===== config.mk =====
export PLATFORM = sky130hd
export DESIGN_NAME = uart_frame_packer_flat
export DESIGN_NICKNAME = d
export VERILOG_FILES = /design/src/rtl/uart_frame_pkg.sv /design/src/rtl/uart_frame_packer_if.sv /design/src/rtl/uart_frame_sample_buf.sv /design/src/rtl/uart_frame_packer.sv /design/src/flat_wrapper.sv
export SDC_FILE = /design/constraint.sdc
export NUM_CORES = 1
export LEC_CHECK = 0
export BUFFER_PORTS_ARGS = -buffer_cell sky130_fd_sc_hd__buf_2
export CORE_MARGIN = 4
export CORE_UTILIZATION = 35
export DETAILED_ROUTE_END_ITERATION = 7
export PLACE_DENSITY = 0.53
export SETUP_SLACK_MARGIN = 0.1
export SLEW_MARGIN = 20
export SYNTH_ARGS = -nofsm -noshare
export SYNTH_HDL_FRONTEND = slang
export SYNTH_SLANG_ARGS = --single-unit

===== constraint.sdc =====
create_clock -name clk -period 2.2 [get_ports clk]
set_input_delay 0.44 -clock clk [delete_from_list [all_inputs] [get_ports clk]]
set_output_delay 0.44 -clock clk [all_outputs]
set_load 0.1 [all_outputs]

===== src/rtl/uart_frame_pkg.sv =====
// Shared constants, FSM state encoding and sizing helpers for the UART frame packer.
package uart_frame_pkg;

  localparam int HDR_LEN = 4;
  localparam logic [7:0] HDR_S = 8'h53;
  localparam logic [7:0] HDR_Y = 8'h59;
  localparam logic [7:0] HDR_N = 8'h4E;
  localparam logic [7:0] HDR_C = 8'h43;

  typedef enum logic [2:0] {
    ST_IDLE = 3'd0,
    ST_HDR  = 3'd1,
    ST_SEQ  = 3'd2,
    ST_DATA = 3'd3,
    ST_CSUM = 3'd4
  } state_e;

  function automatic int bytes_per_sample(input int w);
    return (w + 7) / 8;
  endfunction

  function automatic logic [7:0] hdr_byte(input logic [1:0] idx);
    logic [7:0] b;
    case (idx)
      2'd0:    b = HDR_S;
      2'd1:    b = HDR_Y;
      2'd2:    b = HDR_N;
      default: b = HDR_C;
    endcase
    return b;
  endfunction

endpackage


===== src/rtl/uart_frame_packer_if.sv =====
// ADC sample strobe and UART byte handshake. A byte moves on the clk edge where
// tx_valid=1 and tx_busy=0; tx_data holds steady while tx_valid=1.
interface uart_frame_packer_if #(
  parameter int ADC_W = 12
);
  logic             adc_valid;
  logic [2:0]       adc_ch;
  logic [ADC_W-1:0] adc_value;
  logic             tx_busy;
  logic [7:0]       tx_data;
  logic             tx_valid;

  modport master (
    output adc_valid, adc_ch, adc_value, tx_busy,
    input  tx_data, tx_valid
  );

  modport slave (
    input  adc_valid, adc_ch, adc_value, tx_busy,
    output tx_data, tx_valid
  );
endinterface


===== src/rtl/uart_frame_sample_buf.sv =====
// Per-channel hold/fresh/snapshot registers with sticky overrun detection.
module uart_frame_sample_buf #(
  parameter int NUM_CH = 2,
  parameter int ADC_W  = 12
) (
  input  logic              clk,
  input  logic              rst,
  input  logic              cap_valid_i,
  input  logic [2:0]        cap_ch_i,
  input  logic [ADC_W-1:0]  cap_value_i,
  input  logic              snap_take_i,
  output logic [ADC_W-1:0]  snap_o [NUM_CH],
  output logic              all_fresh_o,
  output logic              overrun_o,
  output logic [NUM_CH-1:0] fresh_o
);

  localparam logic [3:0] NUM_CH_L = 4'(NUM_CH);

  logic [ADC_W-1:0]  hold_q [NUM_CH];
  logic [ADC_W-1:0]  hold_d [NUM_CH];
  logic [ADC_W-1:0]  snap_q [NUM_CH];
  logic [ADC_W-1:0]  snap_d [NUM_CH];
  logic [NUM_CH-1:0] fresh_q, fresh_d;
  logic              overrun_q, overrun_d;
  logic              cap_hit;

  assign cap_hit = cap_valid_i && ({1'b0, cap_ch_i} < NUM_CH_L);

  // A capture in the snapshot cycle lands after the clear, so its fresh bit survives.
  always_comb begin
    hold_d    = hold_q;
    snap_d    = snap_q;
    fresh_d   = fresh_q;
    overrun_d = overrun_q;
    if (snap_take_i) begin
      snap_d  = hold_q;
      fresh_d = '0;
    end
    for (int c = 0; c < NUM_CH; c++) begin
      if (cap_hit && (cap_ch_i == 3'(c))) begin
        hold_d[c]  = cap_value_i;
        fresh_d[c] = 1'b1;
        if (fresh_q[c] && !snap_take_i) overrun_d = 1'b1;
      end
    end
  end

  always_ff @(posedge clk) begin
    if (rst) begin
      hold_q    <= '{default: '0};
      snap_q    <= '{default: '0};
      fresh_q   <= '0;
      overrun_q <= 1'b0;
    end else begin
      hold_q    <= hold_d;
      snap_q    <= snap_d;
      fresh_q   <= fresh_d;
      overrun_q <= overrun_d;
    end
  end

  assign snap_o      = snap_q;
  assign all_fresh_o = &fresh_q;
  assign overrun_o   = overrun_q;
  assign fresh_o     = fresh_q;

endmodule


===== src/rtl/uart_frame_packer.sv =====
// Snapshots one sample per channel and serialises SYNC header, sequence number,
// MSB-first samples and optional XOR checksum into a byte-wide UART handshake.
module uart_frame_packer
  import uart_frame_pkg::*;
#(
  parameter int NUM_CH      = 2,
  parameter int ADC_W       = 12,
  parameter bit CHECKSUM_EN = 1'b1
) (
  input  logic                clk,
  input  logic                rst,
  input  logic                enable,
  uart_frame_packer_if.slave  bus,
  output logic                frame_busy,
  output logic                overrun,
  output logic [7:0]          seq,
  output state_e              state_dbg,
  output logic [NUM_CH-1:0]   fresh_dbg
);

  localparam int SB = bytes_per_sample(ADC_W);
  localparam int NB = NUM_CH * SB;
  localparam int CW = 5;

  state_e           state_q, state_d;
  logic [CW-1:0]    cnt_q, cnt_d;
  logic [7:0]       csum_q, csum_d;
  logic [7:0]       seq_q, seq_d;
  logic             snap_take;
  logic             all_fresh;
  logic [ADC_W-1:0] snap [NUM_CH];
  logic [NB*8-1:0]  data_vec;
  logic [7:0]       data_byte;
  logic [7:0]       tx_data_c;
  logic             tx_valid_c;
  logic             xfer;

  uart_frame_sample_buf #(
    .NUM_CH(NUM_CH),
    .ADC_W (ADC_W)
  ) u_buf (
    .clk         (clk),
    .rst         (rst),
    .cap_valid_i (bus.adc_valid),
    .cap_ch_i    (bus.adc_ch),
    .cap_value_i (bus.adc_value),
    .snap_take_i (snap_take),
    .snap_o      (snap),
    .all_fresh_o (all_fresh),
    .overrun_o   (overrun),
    .fresh_o     (fresh_dbg)
  );

  // Channel 0 occupies the top slot; each sample sits zero-extended in its SB-byte slot.
  always_comb begin
    data_vec  = '0;
    data_byte = 8'h00;
    for (int c = 0; c < NUM_CH; c++) begin
      data_vec[(NUM_CH-1-c)*SB*8 +: ADC_W] = snap[c];
    end
    for (int b = 0; b < NB; b++) begin
      if (cnt_q == CW'(b)) data_byte = data_vec[(NB-1-b)*8 +: 8];
    end
  end

  always_comb begin
    state_d    = state_q;
    cnt_d      = cnt_q;
    csum_d     = csum_q;
    seq_d      = seq_q;
    snap_take  = 1'b0;
    tx_data_c  = 8'h00;
    tx_valid_c = 1'b0;
    xfer       = 1'b0;
    case (state_q)
      ST_IDLE: begin
        if (enable && all_fresh) begin
          snap_take = 1'b1;
          csum_d    = 8'h00;
          cnt_d     = '0;
          state_d   = ST_HDR;
        end
      end
      ST_HDR: begin
        tx_valid_c = 1'b1;
        tx_data_c  = hdr_byte(cnt_q[1:0]);
        xfer       = !bus.tx_busy;
        if (xfer) begin
          if (cnt_q == CW'(HDR_LEN-1)) begin
            cnt_d   = '0;
            state_d = ST_SEQ;
          end else begin
            cnt_d = cnt_q + 1'b1;
          end
        end
      end
      ST_SEQ: begin
        tx_valid_c = 1'b1;
        tx_data_c  = seq_q;
        xfer       = !bus.tx_busy;
        if (xfer) begin
          csum_d  = csum_q ^ seq_q;
          cnt_d   = '0;
          state_d = ST_DATA;
        end
      end
      ST_DATA: begin
        tx_valid_c = 1'b1;
        tx_data_c  = data_byte;
        xfer       = !bus.tx_busy;
        if (xfer) begin
          csum_d = csum_q ^ data_byte;
          if (cnt_q == CW'(NB-1)) begin
            cnt_d = '0;
            if (CHECKSUM_EN) begin
              state_d = ST_CSUM;
            end else begin
              seq_d   = seq_q + 1'b1;
              state_d = ST_IDLE;
            end
          end else begin
            cnt_d = cnt_q + 1'b1;
          end
        end
      end
      ST_CSUM: begin
        tx_valid_c = 1'b1;
        tx_data_c  = csum_q;
        xfer       = !bus.tx_busy;
        if (xfer) begin
          seq_d   = seq_q + 1'b1;
          state_d = ST_IDLE;
        end
      end
      default: state_d = ST_IDLE;
    endcase
  end

  always_ff @(posedge clk) begin
    if (rst) begin
      state_q <= ST_IDLE;
      cnt_q   <= '0;
      csum_q  <= 8'h00;
      seq_q   <= 8'h00;
    end else begin
      state_q <= state_d;
      cnt_q   <= cnt_d;
      csum_q  <= csum_d;
      seq_q   <= seq_d;
    end
  end

  assign bus.tx_data  = tx_data_c;
  assign bus.tx_valid = tx_valid_c;
  assign frame_busy   = (state_q != ST_IDLE);
  assign seq          = seq_q;
  assign state_dbg    = state_q;

endmodule


===== src/flat_wrapper.sv =====
// flat-port wrapper written by rule: the top's interface ports become plain ports
module uart_frame_packer_flat import uart_frame_pkg::*;
#(
  parameter int NUM_CH      = 2,
  parameter int ADC_W       = 12,
  parameter bit CHECKSUM_EN = 1'b1
)
  (clk, rst, enable, frame_busy, overrun, seq, state_dbg, fresh_dbg, bus_adc_valid, bus_adc_ch, bus_adc_value, bus_tx_busy, bus_tx_data, bus_tx_valid);
  uart_frame_packer_if #(.ADC_W(ADC_W)) bus_i ();
  input  logic clk;
  input  logic rst;
  input  logic enable;
  output logic frame_busy;
  output logic overrun;
  output logic [7:0] seq;
  output state_e state_dbg;
  output logic [NUM_CH-1:0] fresh_dbg;
  input wire logic [$bits(bus_i.adc_valid)-1:0] bus_adc_valid;
  input wire logic [$bits(bus_i.adc_ch)-1:0] bus_adc_ch;
  input wire logic [$bits(bus_i.adc_value)-1:0] bus_adc_value;
  input wire logic [$bits(bus_i.tx_busy)-1:0] bus_tx_busy;
  output wire logic [$bits(bus_i.tx_data)-1:0] bus_tx_data;
  output wire logic [$bits(bus_i.tx_valid)-1:0] bus_tx_valid;
  assign bus_i.adc_valid = bus_adc_valid;
  assign bus_i.adc_ch = bus_adc_ch;
  assign bus_i.adc_value = bus_adc_value;
  assign bus_i.tx_busy = bus_tx_busy;
  assign bus_tx_data = bus_i.tx_data;
  assign bus_tx_valid = bus_i.tx_valid;
  uart_frame_packer #(.NUM_CH(NUM_CH), .ADC_W(ADC_W), .CHECKSUM_EN(CHECKSUM_EN)) u_core (.clk(clk), .rst(rst), .enable(enable), .bus(bus_i), .frame_busy(frame_busy), .overrun(overrun), .seq(seq), .state_dbg(state_dbg), .fresh_dbg(fresh_dbg));
endmodule

### Word-level counts from Yosys, hierarchy flattened

Index checks and enable logic that the tools add are counted.

| storage, ports and cells | value |
|---|---|
| flip-flop bits (word level) | 75 |
| output and inout port bits | 24 |

| operators by class | value |
|---|---|
| add/sub/neg operators | 2 |
| $lt $le $gt $ge | 1 |
| eq/ne operators | 18 |
| muxes and demuxes | 33 |
| bitwise operators | 3 |
| reduce and logical (&&, ||, !) cells | 23 |

Operator list:

| cell | number |
|---|---|
| two-way mux 8 bit | 6 |
| case mux 8 bit (4 select lines) | 1 |
| case mux 5 bit (3 select lines) | 2 |
| case mux 8 bit (3 select lines) | 1 |
| two-way mux 3 bit | 7 |
| two-way mux 5 bit | 4 |
| bitwise XOR 8 bit | 2 |
| case mux 3 bit (5 select lines) | 1 |
| == test 5 x 2 -> 1 bit, second input constant | 2 |
| != test 2 bit, second input constant | 5 |
| two-way mux 1 bit | 9 |
| nonzero test 3 bit | 3 |
| adder 8 x 1 -> 8 bit, second input constant | 1 |
| AND reduction 4 bit | 2 |
| AND reduction 7 bit | 1 |
| == test 3 x 1 -> 1 bit, second input constant | 2 |
| == test 3 x 2 -> 1 bit, second input constant | 2 |
| logical AND 1 bit | 6 |
| logical NOT 3 bit | 2 |
| != test 2 x 1 -> 1 bit, second input constant | 3 |
| adder 5 x 1 -> 5 bit, second input constant | 1 |
| == test 5 x 1 -> 1 bit, second input constant | 1 |
| logical NOT 5 bit | 1 |
| two-way mux 4 bit | 1 |
| 12 further kinds | 14 |

### Depth between registers and ports, before layout

| logic depth | value |
|---|---|
| depth after elaboration | 10 |
| gate-level depth with buffers | 7 |
| mapped depth without buffers | 6 |

### Hierarchy

From an unflattened synthesis, not the netlist that was laid out.

| second synthesis, totals | value |
|---|---|
| cell total of the unflattened synthesis | 410 |
| area, all modules | 3803.6 µm² |

By module, submodules not included:

| module | times used | cells each | area an instance (µm²) | sequential area each (µm²) |
|---|---|---|---|---|
| uart_frame_sample_buf | 1 | 183 | 2009.4 | 1021.0 |
| uart_frame_packer | 1 | 227 | 1794.2 | 480.5 |

### Least setup slack after synthesis

OpenSTA, ideal clock, no wires.

| timing path | value |
|---|---|
| path type | reg-to-output |
| start point | reg u_core.state_q[0], in the netlist u_core.state_dbg[0] |
| end point | out bus_tx_data[5] |
| arrival time | 3725 ps |
| required time | 1760 ps |
| slack | -1965 ps |
| cell stages (with the launch flop) | 5 |
| cell sequence | dfxtp_1 -> buf_6 -> clkbuf_1 -> mux2i_1 -> o21ai_0 |

| between the ends | value |
|---|---|
| cells in the longest elaborated chain, start to end | 2 |
| elaborated cells between the ends (all ways) | 5 |
| those cells by class | 4 x eq/ne; 1 x mux |

RTL lines:

| what | line | text |
|---|---|---|
| start: declaration | uart_frame_packer.sv:25 | `state_e state_q, state_d;` |
| start signal: assignment | uart_frame_packer.sv:146 | `state_q <= state_d;` |
| == test 3 bit (tied with other cells) | uart_frame_packer.sv:75 | `case (state_q)` |
| case mux 8 bit (4 select lines) (*) | uart_frame_packer.sv:75 |  |
| end: declaration | flat_wrapper.sv:22 | `output wire logic [$bits(bus_i.tx_data)-1:0] bus_tx_data;` |

Mark *: on every way between the ends. The rest lies on a longest branch, timed or not.

### Final worst setup path

| timing path | value |
|---|---|
| start point | reg u_core.cnt_q[0] |
| end point | out bus_tx_data[5] |

| between the ends | value |
|---|---|
| cells in the longest elaborated chain, start to end | 5 |
| elaborated cells between the ends (all ways) | 7 |
| those cells by class | 3 x eq/ne; 4 x mux |

RTL lines:

| what | line | text |
|---|---|---|
| start: declaration | uart_frame_packer.sv:26 | `logic [CW-1:0] cnt_q, cnt_d;` |
| start signal: assignment | uart_frame_packer.sv:147 | `cnt_q <= cnt_d;` |
| == test 5 x 1 -> 1 bit | uart_frame_packer.sv:62 | `if (cnt_q == CW'(b)) data_byte = data_vec[(NB-1-b)*8 +: 8];` |
| two-way mux 8 bit (2 in series) | uart_frame_packer.sv:62 |  |
| two-way mux 8 bit (*) | uart_frame_packer.sv:62 |  |
| case mux 8 bit (4 select lines) (*) | uart_frame_packer.sv:75 |  |

Marked as above.

==> reports/results.ini <==
[status]
outcome=complete, but fails checks
violations=negative setup slack

[synthesis]
synth_top_area_share_pct=40.38
avgSynthCellArea_um2=8.049
synthesis.nets=490
synth-edff-count=0
synth_cell_types=58
synth_area_mm2=0.003719
yosysTopAreaCell=dfxtp_1
synthFlopType=dfxtp_1
seq_area_frac_synth_pct=40.38
synth-seq-cells=75
postSynth.asyncResetShare_pct=0
ys_warn_count=0
synthCells=462
post_synth_main_area_contributors=dfxtp_1, nand2_1, a21oi_1, ha_1, nand2b_1

[critical_path]
cp_top_family=simple AND/OR/NAND/NOR gates
cp_max_fo=5
setup.worst_path.end_class=output pin
crit_path_max_incr_delay_ns=0.51
cp.required_ns=1.76
start_kind=flop
rrSetupSlack_ns=0.29
crit_arrival_ns=2.08
path_buf_inv=1
worstSetupPathType=flop to output pin
crit_slowest_cell=or4bb_1
crit_chain=ha_2, or4bb_1, a21oi_2, mux2i_2, o21ai_4, buf_12

[floorplanning]
ioPinCount=44
initial_utilization_pct=36.02
dieWidth_um=111.1
core_mm2=0.01032
fp.dieH_um=111.1
num_rows=37
die-area_mm2=0.01234

[flow_run]
maxCapViolations=0

[power]
leakagePower_nw=1.688
p_per_area_mw_per_mm2=529.6
p_sw_share_pct=25.27
pwr-share-seq_pct=53.0
clkPwrFrac_pct=42.5
power_frac_comb_pct=4.5
vdd_ir_drop_max_v=0.0004711
p_int_mw=1.936
p_switching_mw=0.6546

[route]
drtPass1Iterations=4
drc=0
wire_per_inst_um=15.55
wl_met2_mm=4.929
drt-total-wl_mm=10.31
num_vias=3479
m1WireLength_mm=4.808
wl_met3_um=398
drt-initial-drc-count=144
routed_via_density=5.247
ant_nets=0
routed.top_layer=met4

[final_layout]
drive_gt1_share_pct=29.79
fin_cells=663
area_delta_synth_final_pct=31.53
layout_common_cells=nand2_1, dfxtp_1, a21oi_1
layout_commonest_cell=nand2_1
finalNetCount=550
diodes=0
num-fill-cells=1050

[clock_network]
cts_root_buffer=clkbuf_8
path_clk_slew_ns=0.09
htreeDepth=3
cts_tree=done
cts_buffers=9
cts_hold_buf=0
clock_path_buffers=2
insertion_delay_ns=0.35
cts_sinks=75

[sta]
finalSetupViolCount=8
max-slew-margin-rel_pct=65.06
period_minus_slack_ns=2.519
final.setup.worst_slack_ns=-0.3191
final_max_slew_viol_count=0
hold_viol=0
fin_crit_sh_pct=114.5
skew_ns=0.01082
tns_ns=-2.214
rsz0062_at_grt=yes
worst_pin_slew_ns=0.5219
max_freq_mhz=397.0

[global_route]
grt_util_all_layers_pct=17.23
grt-ovfl-total=0
grt_pass1_wl_mm=17.50
grt_max_degree=58
antenna_found_initial=0
grt_pass1_vias=3451

[placement]
placedCellCount=638
dp_hpwl_mm=7.659
gp_congestion=0.8355
portBuffers=43

[hold_path]
hold_path.class=input port to flop

final cells by class:
class                      instances  area [µm²]  share of cell area (%)
clock buffer                       9       123.9                   2.533
multi-input combinational        352        2357                   48.20
tap                              136       170.2                   3.479
sequential                        75        1529                   31.26
timing repair buffer              76       599.3                   12.25
inverter                           8       38.79                  0.7930
clock inverter                     7       72.57                   1.484
timing repair:
action	CTS	global route
endpoints found under the setup margin	9	9
gates cloned	0	0
pin swaps	6	5
gates resized for setup	8	6
buffers inserted	4	5
sequential cells by signal, summed over array words and instances, names as in the netlist:
signal,count
u_core.u_buf.hold_q,24
u_core.u_buf.snap_o,24
u_core.csum_q,8
u_core.seq,8
u_core.cnt_q,5
u_core.state_dbg,3
u_core.u_buf.fresh_o,2
u_core.u_buf.overrun_o,1
power groups by stage:
stage,logic (mW),registers (mW),clock network (mW)
after detailed placement,0.118,1.40,0
after floorplan,0.0597,1.41,0
final,0.117,1.37,1.10
after global routing,0.130,1.38,1.20
after global placement,0.116,1.40,0
after CTS,0.118,1.37,1.14
layer usage:
layer	global-route usage (%)	vias to the layer above
li1	-	1749
met1	22.13	1656
met2	29.25	59
met3	4.258	15
met4	3.974	0
met5	0	-
cells by family (layout without fill, tap and decap cells):
logic type               count (synthesis)  after routing  share of synthesized area, %
buffers and inverters                   35            100                         4.475
AO/OA/AOI/OAI                          124            124                         21.60
multiplexers                             4              4                         1.077
XOR/XNOR                                 9              9                         2.120
flip-flops                              75             75                         40.38
AND/OR/NAND/NOR                        207            207                         27.66
adder cells (fa/ha/maj)                  8              8                         2.692
stage by stage:
stage | power, mW | cell area (µm²) | util, % | worst slack, ns | hold slack (ns)
CTS | 2.627 | 4830 | 46.78 | -0.3617 | 0.3178
detailed placement | 1.523 | 4576 | 44.32 | 0.005473 | 0.4477
floorplan | 1.473 | 4023 | - | -0.2100 | 0.4319
global route | 2.702 | 4891 | 47.38 | -0.4214 | 0.3190
global placement | 1.521 | 4576 | 44.32 | 0.02877 | 0.4446
finish | 2.590 | 4891 | 47.38 | -0.3191 | 0.3367
cells in the mapped netlist (all sizes together), types with 8 or more instances:
library cell / count
nor2: 22
o2111ai: 8
dfxtp: 75
ha: 8
nand2b: 13
buf: 14
clkbuf: 13
nand2: 122
inv: 8
a21oi: 69
worst reg2reg max path: cells and delay by family (launching register included):
kind,cells,cell delay (ns)
adders and majority gates,1,0.19
DFF,1,0.41
AOI/OAI and AO/OA,3,0.49
buffers and inverters,4,0.70
path summary, 6_finish.rpt:
| check | from | end | depth (start not counted) |
|---|---|---|---|
| setup reg to reg | u_core.cnt_q[1] | u_core.csum_q[3] | 8 |
| hold reg to reg | u_core.u_buf.hold_q[15] | u_core.u_buf.snap_o[15] | 2 |
| setup / recovery | u_core.cnt_q[0] | bus_tx_data[5] | 6 |
| hold / removal | bus_adc_value[10] | u_core.u_buf.hold_q[22] | 3 |
No activity file was read; power rests on OpenSTA's default activity.
